<file path="src/rtl/ext_interrupt_controller.sv">
// Edge-triggered external interrupt controller for 16 GPIO pins. A small bus-mapped
// register set and a three-state request/service handshake toward the CPU.
module ext_interrupt_controller #(
   parameter logic [31:0] BASE_ADDR = 32'h4040
) (
   input  logic        clk,
   input  logic        reset,
   input  logic [15:0] pin_state,
   input  logic [15:0] data_bus_write,
   output logic [15:0] data_bus_read,
   input  logic [31:0] data_bus_addr,
   input  logic [1:0]  data_bus_mode,
   input  logic        data_bus_select,
   output logic        irq_req,
   output logic [3:0]  irq_id,
   input  logic        irq_ack,
   input  logic        irq_eoi
);

   typedef enum logic [1:0] {
      ST_IDLE    = 2'b00,
      ST_REQ     = 2'b01,
      ST_SERVICE = 2'b10
   } state_t;

   logic [15:0] r_enable;
   logic [15:0] r_rise_sel;
   logic [15:0] r_fall_sel;
   logic [15:0] r_pending;
   logic [15:0] r_prev;
   state_t      r_state;
   logic        r_irq_req;
   logic [3:0]  r_irq_id;

   logic        w_wr;
   logic        w_wr_enable;
   logic        w_wr_rise;
   logic        w_wr_fall;
   logic        w_wr_pending;
   logic [15:0] w_edge_set;
   logic [15:0] w_ack_clr;
   logic [15:0] w_w1c_clr;
   logic [15:0] w_pending_nxt;
   logic [15:0] w_enable_nxt;
   logic [15:0] w_candidate;
   logic [3:0]  w_winner;
   state_t      w_state_nxt;
   logic        w_latch_id;

   assign w_wr         = data_bus_select && (data_bus_mode == 2'b10);
   assign w_wr_enable  = w_wr && (data_bus_addr == BASE_ADDR);
   assign w_wr_rise    = w_wr && (data_bus_addr == BASE_ADDR + 32'd4);
   assign w_wr_fall    = w_wr && (data_bus_addr == BASE_ADDR + 32'd8);
   assign w_wr_pending = w_wr && (data_bus_addr == BASE_ADDR + 32'd12);

   assign w_edge_set = (pin_state & ~r_prev & r_rise_sel) | (~pin_state & r_prev & r_fall_sel);
   assign w_ack_clr  = ((r_state == ST_REQ) && irq_ack) ? (16'h0001 << r_irq_id) : 16'h0000;
   assign w_w1c_clr  = w_wr_pending ? data_bus_write : 16'h0000;

   // New edges are OR-ed in after the clears so a coincident set always survives.
   assign w_pending_nxt = (r_pending & ~(w_w1c_clr | w_ack_clr)) | w_edge_set;
   assign w_enable_nxt  = w_wr_enable ? data_bus_write : r_enable;
   assign w_candidate   = r_pending & r_enable;

   always_comb begin
      w_winner = 4'd0;
      for (int i = 15; i >= 0; i--) begin
         if (w_candidate[i]) w_winner = 4'(i);
      end
   end

   always_comb begin
      w_state_nxt = r_state;
      w_latch_id  = 1'b0;
      case (r_state)
         ST_IDLE: begin
            if (w_candidate != 16'h0000) begin
               w_latch_id  = 1'b1;
               w_state_nxt = ST_REQ;
            end
         end
         ST_REQ: begin
            // Withdraw based on next-cycle pending/enable so a software clear drops irq_req one cycle later.
            if (irq_ack)
               w_state_nxt = ST_SERVICE;
            else if (!(w_pending_nxt[r_irq_id] && w_enable_nxt[r_irq_id]))
               w_state_nxt = ST_IDLE;
         end
         ST_SERVICE: begin
            if (irq_eoi) w_state_nxt = ST_IDLE;
         end
         default: w_state_nxt = ST_IDLE;
      endcase
   end

   always_ff @(posedge clk or negedge reset) begin
      if (!reset) begin
         r_enable   <= 16'h0000;
         r_rise_sel <= 16'h0000;
         r_fall_sel <= 16'h0000;
         r_pending  <= 16'h0000;
         r_prev     <= 16'h0000;
         r_state    <= ST_IDLE;
         r_irq_req  <= 1'b0;
         r_irq_id   <= 4'd0;
      end else begin
         r_prev    <= pin_state;
         r_pending <= w_pending_nxt;
         r_enable  <= w_enable_nxt;
         if (w_wr_rise) r_rise_sel <= data_bus_write;
         if (w_wr_fall) r_fall_sel <= data_bus_write;
         r_state   <= w_state_nxt;
         r_irq_req <= (w_state_nxt == ST_REQ);
         if (w_latch_id) r_irq_id <= w_winner;
      end
   end

   always_comb begin
      data_bus_read = 16'h0000;
      if (data_bus_addr == BASE_ADDR)
         data_bus_read = r_enable;
      else if (data_bus_addr == BASE_ADDR + 32'd4)
         data_bus_read = r_rise_sel;
      else if (data_bus_addr == BASE_ADDR + 32'd8)
         data_bus_read = r_fall_sel;
      else if (data_bus_addr == BASE_ADDR + 32'd12)
         data_bus_read = r_pending;
      else if (data_bus_addr == BASE_ADDR + 32'd16)
         data_bus_read = {4'b0000, r_irq_id, 2'b00, r_state, 3'b000, r_irq_req};
   end

   assign irq_req = r_irq_req;
   assign irq_id  = r_irq_id;

endmodule
</file>
<file path="config.mk">
export PLATFORM = sky130hd
export DESIGN_NAME = ext_interrupt_controller
export DESIGN_NICKNAME = d
export VERILOG_FILES = /design/src/rtl/ext_interrupt_controller.sv
export SDC_FILE = /design/constraint.sdc
export NUM_CORES = 1
export LEC_CHECK = 0
export CAP_MARGIN = 40
export CORE_UTILIZATION = 42
export CTS_BUF_LIST = sky130_fd_sc_hd__clkbuf_8 sky130_fd_sc_hd__clkbuf_16
export DETAILED_ROUTE_END_ITERATION = 8
export PLACE_DENSITY = 0.7
export REMOVE_ABC_BUFFERS = 1
export SLEW_MARGIN = 10
export SYNTH_ARGS = -nofsm -noshare
export SYNTH_HDL_FRONTEND = slang
export SYNTH_SLANG_ARGS = --single-unit
</file>
<file path="constraint.sdc">
create_clock -name clk -period 2.5 [get_ports clk]
set_input_delay 0.25 -clock clk [delete_from_list [all_inputs] [get_ports clk]]
set_output_delay 0.25 -clock clk [all_outputs]
set_load 0.1 [all_outputs]
</file>
== After elaboration in Yosys (flattened, before gate mapping) ==
Cells that the tools add are included.

* Input port bits: 71
* Register bits: 87
* Logic and storage cells: 75
* Output and inout bits: 21

* Reductions and logical operators: 9
* Equality and inequality tests: 9
* Magnitude comparators: 1
* Bitwise gates (word level): 12
* Muxes and demuxes: 35
* Shift operators: 1

{| class="wikitable"
|+ Operators by type and width
! cell !! number
|-
| $eq 32x15->1 const B || 5
|-
| $mux 16 || 7
|-
| $and 16x16->16 || 6
|-
| $mux 4 || 16
|-
| $not 16->16 || 3
|-
| $or 16x16->16 || 3
|-
| $reduce_bool 16->1 || 1
|-
| $shl 1x4->16 const A || 1
|-
| $mux 12 || 1
|-
| $bmux 1 s4 || 2
|-
| $mux 2 || 4
|-
| $logic_and 1x1->1 || 7
|-
| $pmux 2 s3 || 1
|-
| $lt 4x5->1 const B || 1
|-
| $eq 2x1->1 const B || 2
|-
| $eq 2x2->1 const B || 2
|-
| $mux 1 || 4
|-
| $logic_not 2->1 || 1
|}

== Depth between registers and ports, before layout ==
Gate-level depths: netlist of run 1.

* Word-level depth: 17
* Depth in mapped cells: 9
* Depth with buffers taken out: 8

== Worst setup path before layout of run 1 ==
No wires, ideal clock.

* Kind: input -> output
* Start: input data_bus_addr[22]
* End: output data_bus_read[0]
* Cell stages on the path: 5
* Slack: -598 ps
* Data required time: 2250 ps
* Data arrival time: 2848 ps
* Path buffers: 1
* Cells stage by stage: nor4_2 -> nand4_1 -> or2_2 -> clkbuf_1 -> o211ai_1

* Cells in the longest elaborated chain, start to end: 6
* Elaborated cells on any way between the ends: 10
* Those cells by class: eq/ne (5); mux (5)

{| class="wikitable"
|+ RTL lines
! element !! line !! text
|-
| from (decl) || 11 || <nowiki>input logic [31:0] data_bus_addr,</nowiki>
|-
| $eq 32x15->1 || 128 || <nowiki>else if (data_bus_addr == BASE_ADDR + 32'd16)</nowiki>
|-
| $mux 12 || 128 ||
|-
| $mux 16 || 126 || <nowiki>else if (data_bus_addr == BASE_ADDR + 32'd12)</nowiki>
|-
| $mux 16 || 124 || <nowiki>else if (data_bus_addr == BASE_ADDR + 32'd8)</nowiki>
|-
| $mux 16 || 122 || <nowiki>else if (data_bus_addr == BASE_ADDR + 32'd4)</nowiki>
|-
| $mux 16 * || 120 || <nowiki>if (data_bus_addr == BASE_ADDR)</nowiki>
|-
| to (decl) || 10 || <nowiki>output logic [15:0] data_bus_read,</nowiki>
|}

Every way passes the cells marked *; elsewhere a longest branch is shown, timed or not.

== Worst setup path after layout of run 1 ==
* Start: input data_bus_addr[2]
* End: register r_irq_req, in the netlist irq_req

* Elaborated cells on any way between the ends: 19
* Those cells by class: eq/ne (3); mux (9); bitwise (4); reduce/logical (3)

{| class="wikitable"
|+ RTL lines
! element !! line !! text
|-
| $eq 32x15->1 || 51 || <nowiki>assign w_wr_enable = w_wr && (data_bus_addr == BASE_ADDR);</nowiki>
|-
| $logic_and 1x1->1 || 51 ||
|-
| $mux 16 || 62 || <nowiki>assign w_enable_nxt = w_wr_enable ? data_bus_write : r_enable;</nowiki>
|-
| named net w_enable_nxt[10] || 44 || <nowiki>logic [15:0] w_enable_nxt;</nowiki>
|-
| $bmux 1 s4 || 86 || <nowiki>else if (!(w_pending_nxt[r_irq_id] && w_enable_nxt[r_irq_id]))</nowiki>
|-
| $mux 1 (implied by the code) || 86 ||
|-
| $logic_and 1x1->1 || 86 ||
|-
| $mux 2 || 86 ||
|-
| $mux 2 || 84 || <nowiki>if (irq_ack)</nowiki>
|-
| $pmux 2 s3 || 75 || <nowiki>case (r_state)</nowiki>
|-
| $eq 2x1->1 || 113 || <nowiki>r_irq_req <= (w_state_nxt == ST_REQ);</nowiki>
|-
| to (signal assigned) || 113 ||
|-
| to (decl) || 32 || <nowiki>logic r_irq_req;</nowiki>
|}

The timed path passes the listed nets, and every way through them passes these cells. The select of a mux whose other input is x is not followed.
A chain may end at the register's enable or synchronous reset.

==> results.sh, run 1 <==
export IMPL_clock_sinks=87
export IMPL_first_pass_iters=5
export IMPL_ys_warnings_count=0
export IMPL_ys_types=63
export IMPL_die_w_um=109
export IMPL_r2r_start="irq_id[0]"
export IMPL_grt_max_degree=54
export IMPL_grt_overflow_total=0
export IMPL_core_area_sq_um=11000
export IMPL_worst_hold_path_num_cells=1
export IMPL_wl_mm=14.0
export IMPL_powerDensity_nw_per_um2=465
export IMPL_ys_ff_latch=87
export IMPL_rows=38
export IMPL_cts_buffer_depth=2
export IMPL_n_antenna_cell=0
export IMPL_insertion_delay_ps=350
export IMPL_min_period_over_period_pct=96.0
export IMPL_relSlewSlack_pct=65.3
export IMPL_met3WireLength_um=968
export IMPL_synthDominantCellAreaShare_pct=44.9
export IMPL_die_area_sq_um=12000
export IMPL_drv_slew=0
export IMPL_place_area_sq_um=6360
export IMPL_post_synth_cell_area_avg_sq_um=11.2
export IMPL_worstPathMaxFanout=4
export IMPL_synth_seq_area_share_pct=44.9
export IMPL_syn_cell_area_sq_um=4850
export IMPL_hold_path_end="r_prev[13]"
export IMPL_crit_type="in2reg"
export IMPL_drive_gt1_share_pct=36.0
export IMPL_cp_required_ps=2720
export IMPL_wl_met1_mm=5.87
export IMPL_gp_congestion=0.885
export IMPL_nNetsFinal=647
export IMPL_crit_chain="dlygate4sd2_1, or3_4, nor4_4, buf_4, mux2_4, o211a_1, a311o_1, a31oi_2, a2bb2oi_1"
export IMPL_grt_pass1_vias=4509
export IMPL_vias_per_cell=5.81
export IMPL_fin_skew_ps=6.10
export IMPL_r2r_end="r_state[0]"
export IMPL_yosys_top_cells_count="dfrtp_1, nand2_1, mux2_2"
export IMPL_cts_made_buffers=9
export IMPL_cts_root_buf="clkbuf_16"
export IMPL_top_layer="met4"
export IMPL_synth_cells=434
export IMPL_design_area_sq_um=6760
export IMPL_ir_worst_vdd_v=0.000374
export IMPL_wl_met2_mm=6.87
export IMPL_rsz0062_at_grt="false"
export IMPL_antenna_found_initial=0
export IMPL_first_iter_violations=238
export IMPL_hpwlAfterDp_mm=10.4
export IMPL_r2r_setup_slack_ps=190
export IMPL_start_util_pct=44.0
export IMPL_cp_data_arrival_time_ps=2620
export IMPL_cp_buffers_inverters=2
export IMPL_syn2layout_area_growth_pct=39.4
export IMPL_fmax_ghz=0.417
export IMPL_grt_total_usage_pct=25.6
export IMPL_vias=4184
export IMPL_synth_edf_count=0
export IMPL_end_kind="flop"
export IMPL_status="completed"
export IMPL_yosysMostFrequentCell="dfrtp_1"
export IMPL_cap_violations=0
export IMPL_r2r_cells=7
export IMPL_cpPeakStageDelay_ps=420
export IMPL_ant_nets=0
export IMPL_setup_viol=0
export IMPL_h_tree_depth=3
export IMPL_hold_path_class="in2reg"
export IMPL_ys_flop_type="dfrtp_1"
export IMPL_start_kind="primary input"
export IMPL_dpl_cell_count=699
export IMPL_die_h_um=109
export IMPL_port_buffers=91
export IMPL_synthArstFlopShare_pct=100
export IMPL_tightest_slew_ps=515
export IMPL_leakage_nw=3.03
export IMPL_cts_tree="done"
export IMPL_crit_slowest_cell="or3_4"
export IMPL_grt_pass1_wl_mm=22.8
export IMPL_min_delay_start="pin_state[13]"
export IMPL_clk_pin_slew_ps=60
export IMPL_period_needed_ps=2400
export IMPL_num_io_pins=92
export IMPL_routedWlPerCell_um=19.5
export IMPL_crit_family="simple AND/OR/NAND/NOR gates"
export IMPL_synth_area_top_cells="dfrtp_1, mux2_2, mux4_2"
export IMPL_instances_no_fill=720
export IMPL_hold_violations=0
export IMPL_synth_top_area_cell="dfrtp_1"
export IMPL_crit_cells=9
export IMPL_drc_errors=0
placed cells by master (no fill, tap or decap), drive strengths merged, types with 8 or more instances in the layout:
master and count:
a21oi 20, buf 79, clkbuf 20, clkdlybuf4s50 35, dfrtp 87, dlygate4sd2 12, mux2 50, mux4 10
nand2 50, nand2b 8, nand3b 18, nor2 25, nor2b 9, o211ai 8, o21ai 28, or2 12
metal layers:
layer | global-route usage (%) | vias to the layer above
met2 | 43.0 | 162
met5 | 0 | -
li1 | - | 1914
met4 | 9.81 | 0
met1 | 32.0 | 2081
met3 | 5.87 | 27
cell type report:
cell class              instances  area [sq um]
fillers                       912          4270
multi-input cells             326          2630
flip-flops and latches         87          2180
repair buffers                145          1440
clock buffers                   9           225
well taps                     140           175
clock inverters                 6          86.3
inverters                       7          26.3
worst max path at each step:
stage,startpoint,endpoint,slack (ps)
6_report,data_bus_addr[2],irq_req,100
5_1_grt,data_bus_addr[20],data_bus_read[8],0.6
2_1_floorplan,data_bus_addr[22],data_bus_read[10],-680
4_1_cts,data_bus_addr[25],data_bus_read[5],-0.06
3_3_place_gp,data_bus_addr[1],irq_req,-450
3_5_place_dp,data_bus_addr[1],irq_req,-570
report_power, final:
group          switching (mW)  total, mW  internal, mW  leakage, nW
Clock                   0.572       1.44         0.868        0.151
Combinational           0.122      0.254         0.132         1.73
Sequential             0.0185       1.45          1.43         1.15
Total                   0.713       3.14          2.43         3.03
sequential cells by signal, summed over array words and instances, names as in the netlist:
register and cells:
r_state 2, r_rise_sel 16, r_pending 16, r_fall_sel 16, irq_req 1, r_prev 16
irq_id 4, r_enable 16
per-stage QoR:
stage	power (mW)	TNS, ps	hold slack [ps]	setup WS (ps)	utilization, %
detailed placement	1.75	-5320	238	-565	57.6
finish	3.14	0	384	101	61.3
floorplan	1.53	-7620	-45.6	-678	-
CTS	3.17	-0.0586	385	-0.0586	61.6
global placement	1.74	-4570	238	-449	57.6
global route	3.26	0	379	0.596	61.3
timing repair:
action | 4_1_cts | 5_1_grt
setup buffers | 5 | 2
endpoints found under the hold margin | 34 | 0
pin swaps | 21 | 13
resized for setup | 79 | 28
setup endpoints to repair | 18 | 16
hold buffers | 1 | 0
cells by family after synthesis:
kind of cell           count (synthesis)  share of synthesized area (%)
multiplexers                          63                           16.9
buffers and inverters                 21                           2.79
AND/OR/NAND/NOR                      163                           21.0
AO/OA/AOI/OAI                        100                           14.4
flip-flops                            87                           44.9
(Power assumes the default switching activity.)
==> run 2, diff against run 1 <==
--- a/config.mk
+++ b/config.mk
@@ -5,11 +5,13 @@
 export SDC_FILE = /design/constraint.sdc
 export NUM_CORES = 1
 export LEC_CHECK = 0
+export ABC_CLOCK_PERIOD_IN_PS = 2200
 export CAP_MARGIN = 40
 export CORE_UTILIZATION = 42
 export CTS_BUF_LIST = sky130_fd_sc_hd__clkbuf_8 sky130_fd_sc_hd__clkbuf_16
+export CTS_CLUSTER_SIZE = 24
 export DETAILED_ROUTE_END_ITERATION = 8
-export PLACE_DENSITY = 0.7
+export PLACE_DENSITY = 0.72
 export REMOVE_ABC_BUFFERS = 1
 export SLEW_MARGIN = 10
 export SYNTH_ARGS = -nofsm -noshare
==> constraint.sdc (replaced) <==
create_clock -name clk -period 2.2 [get_ports clk]
set_input_delay 0.22 -clock clk [delete_from_list [all_inputs] [get_ports clk]]
set_output_delay 0.22 -clock clk [all_outputs]
set_load 0.1 [all_outputs]
==> results.sh, run 2 (synthesis results as in run 1) <==
export IMPL_fin_skew_ps=6.46
export IMPL_mostFrequentLayoutCells="dfrtp_1, buf_4, nand2_1"
export IMPL_crit_family="simple AND/OR/NAND/NOR gates"
export IMPL_crit_top_cell="buf_6"
export IMPL_critPathLaunch="data_bus_addr[24]"
export IMPL_rows=38
export IMPL_violations="negative setup slack"
export IMPL_instances_no_fill=734
export IMPL_cts_buffer_depth=2
export IMPL_clock_sinks=87
export IMPL_first_iter_violations=226
export IMPL_nNetsFinal=660
export IMPL_cts_made_buffers=9
export IMPL_routedWlPerCell_um=19.8
export IMPL_antenna_found_initial=0
export IMPL_final_common_cell="dfrtp_1"
export IMPL_num_io_pins=92
export IMPL_status="finished, violations left"
export IMPL_die_area_sq_um=12000
export IMPL_h_tree_depth=3
export IMPL_insertion_delay_ps=350
export IMPL_grt_pass1_vias=4388
export IMPL_first_pass_iters=5
export IMPL_vias=4292
export IMPL_relSlewSlack_pct=68.9
export IMPL_crit_type="in2out"
export IMPL_cpPeakStageDelay_ps=300
export IMPL_clk_pin_slew_ps=60
export IMPL_leakage_nw=3.12
export IMPL_worstPathMaxFanout=5
export IMPL_finish_utilization_pct=63.5
export IMPL_grt_total_usage_pct=25.5
export IMPL_die_h_um=109
export IMPL_drive_gt1_share_pct=40.6
export IMPL_setup_viol=9
export IMPL_fillers=872
export IMPL_start_util_pct=44.0
export IMPL_start_kind="primary input"
export IMPL_drc_errors=0
export IMPL_cp_data_arrival_time_ps=2100
export IMPL_grt_overflow_total=0
export IMPL_cts_root_buf="clkbuf_16"
export IMPL_worst_slack_ps=-116
export IMPL_period_needed_ps=2320
export IMPL_cp_required_ps=1980
export IMPL_ant_nets=0
export IMPL_wl_mm=14.5
export IMPL_r2r_start="r_state[1]"
export IMPL_cp_buffers_inverters=6
export IMPL_rsz0062_at_grt="true"
export IMPL_cap_violations=0
export IMPL_hpwlAfterDp_mm=10.7
export IMPL_drv_slew=0
export IMPL_end_kind="primary output"
export IMPL_vias_per_cell=5.85
export IMPL_r2r_setup_slack_ps=10
export IMPL_port_buffers=91
export IMPL_cts_tree="done"
export IMPL_dpl_cell_count=708
export IMPL_powerDensity_nw_per_um2=524
export IMPL_die_w_um=109
export IMPL_tightest_slew_ps=467
export IMPL_core_area_sq_um=11000
export IMPL_min_delay_start="pin_state[15]"
export IMPL_crit_slowest_cell="or2_4"
export IMPL_crit_chain="buf_6, nor4_4, buf_4, buf_6, nand4_1, or2_4, buf_6, nor2_4, buf_6, a222oi_1, nor2_1, buf_12"
export IMPL_min_period_over_period_pct=105
export IMPL_grt_pass1_wl_mm=22.8
export IMPL_grt_max_degree=42
export IMPL_pre_cts_ws_ps=-790
export IMPL_n_antenna_cell=0
export IMPL_hold_violations=0
export IMPL_gp_congestion=0.901
export IMPL_syn2layout_area_growth_pct=44.3
export IMPL_hold_path_class="in2reg"
export IMPL_fmax_ghz=0.432
export IMPL_ir_worst_vdd_v=0.000320
[run 2: repair_timing]
action | 4_1_cts | 5_1_grt
hold endpoints to repair | 32 | 0
setup endpoints to repair | 18 | 19
pin swaps | 30 | 23
gates resized for setup | 144 | 24
setup buffers | 5 | 4
hold buffers | 1 | 0
[run 2: path summary, 6_finish.rpt]
| kind | endpoint | cells after the start |
|---|---|---|
| setup reg to reg | r_state[0] | 9 |
| hold reg to reg | r_fall_sel[7] | 2 |
| min in group asynchronous | r_prev[5] | 2 |
| max in group asynchronous | irq_req | 3 |
| setup / recovery | data_bus_read[10] | 12 |
| hold / removal | r_prev[15] | 1 |
[run 2: per-layer routing]
| layer | wire length (um) | up-vias | track usage, % |
|---|---|---|---|
| li1 | - | 1938 | - |
| met4 | 235 | 0 | 9.33 |
| met3 | 875 | 24 | 4.21 |
| met5 | 0 | - | 0 |
| met1 | 6060 | 2176 | 32.1 |
| met2 | 7380 | 154 | 44.2 |
[run 2: metrics by stage]
step,TNS [ps],power [mW],hold WS (ps),cell area (sq um)
5_1_grt,-1470,3.77,380,7000
3_3_place_gp,-13950,1.99,200,6430
6_report,-693,3.67,359,7000
2_1_floorplan,-12000,1.74,-75.6,4740
4_1_cts,-954,3.67,362,6900
3_5_place_dp,-19010,1.99,205,6430
[run 2: report_power, final]
part	switching (mW)	internal (mW)	total, mW
logic	0.147	0.167	0.314
clock network	0.651	1.05	1.71
registers	0.0209	1.63	1.65
[run 2: area by class of cell]
| class | instances | area (sq um) | area share (%) |
|---|---|---|---|
| Timing Repair Buffer | 158 | 1590 | 22.8 |
| Multi-Input combinational cell | 326 | 2700 | 38.5 |
| Sequential cell | 87 | 2180 | 31.1 |
| Inverter | 7 | 26.3 | 0.375 |
| Tap cell | 140 | 175 | 2.50 |
| Clock inverter | 5 | 80.1 | 1.14 |
| Clock buffer | 11 | 253 | 3.61 |
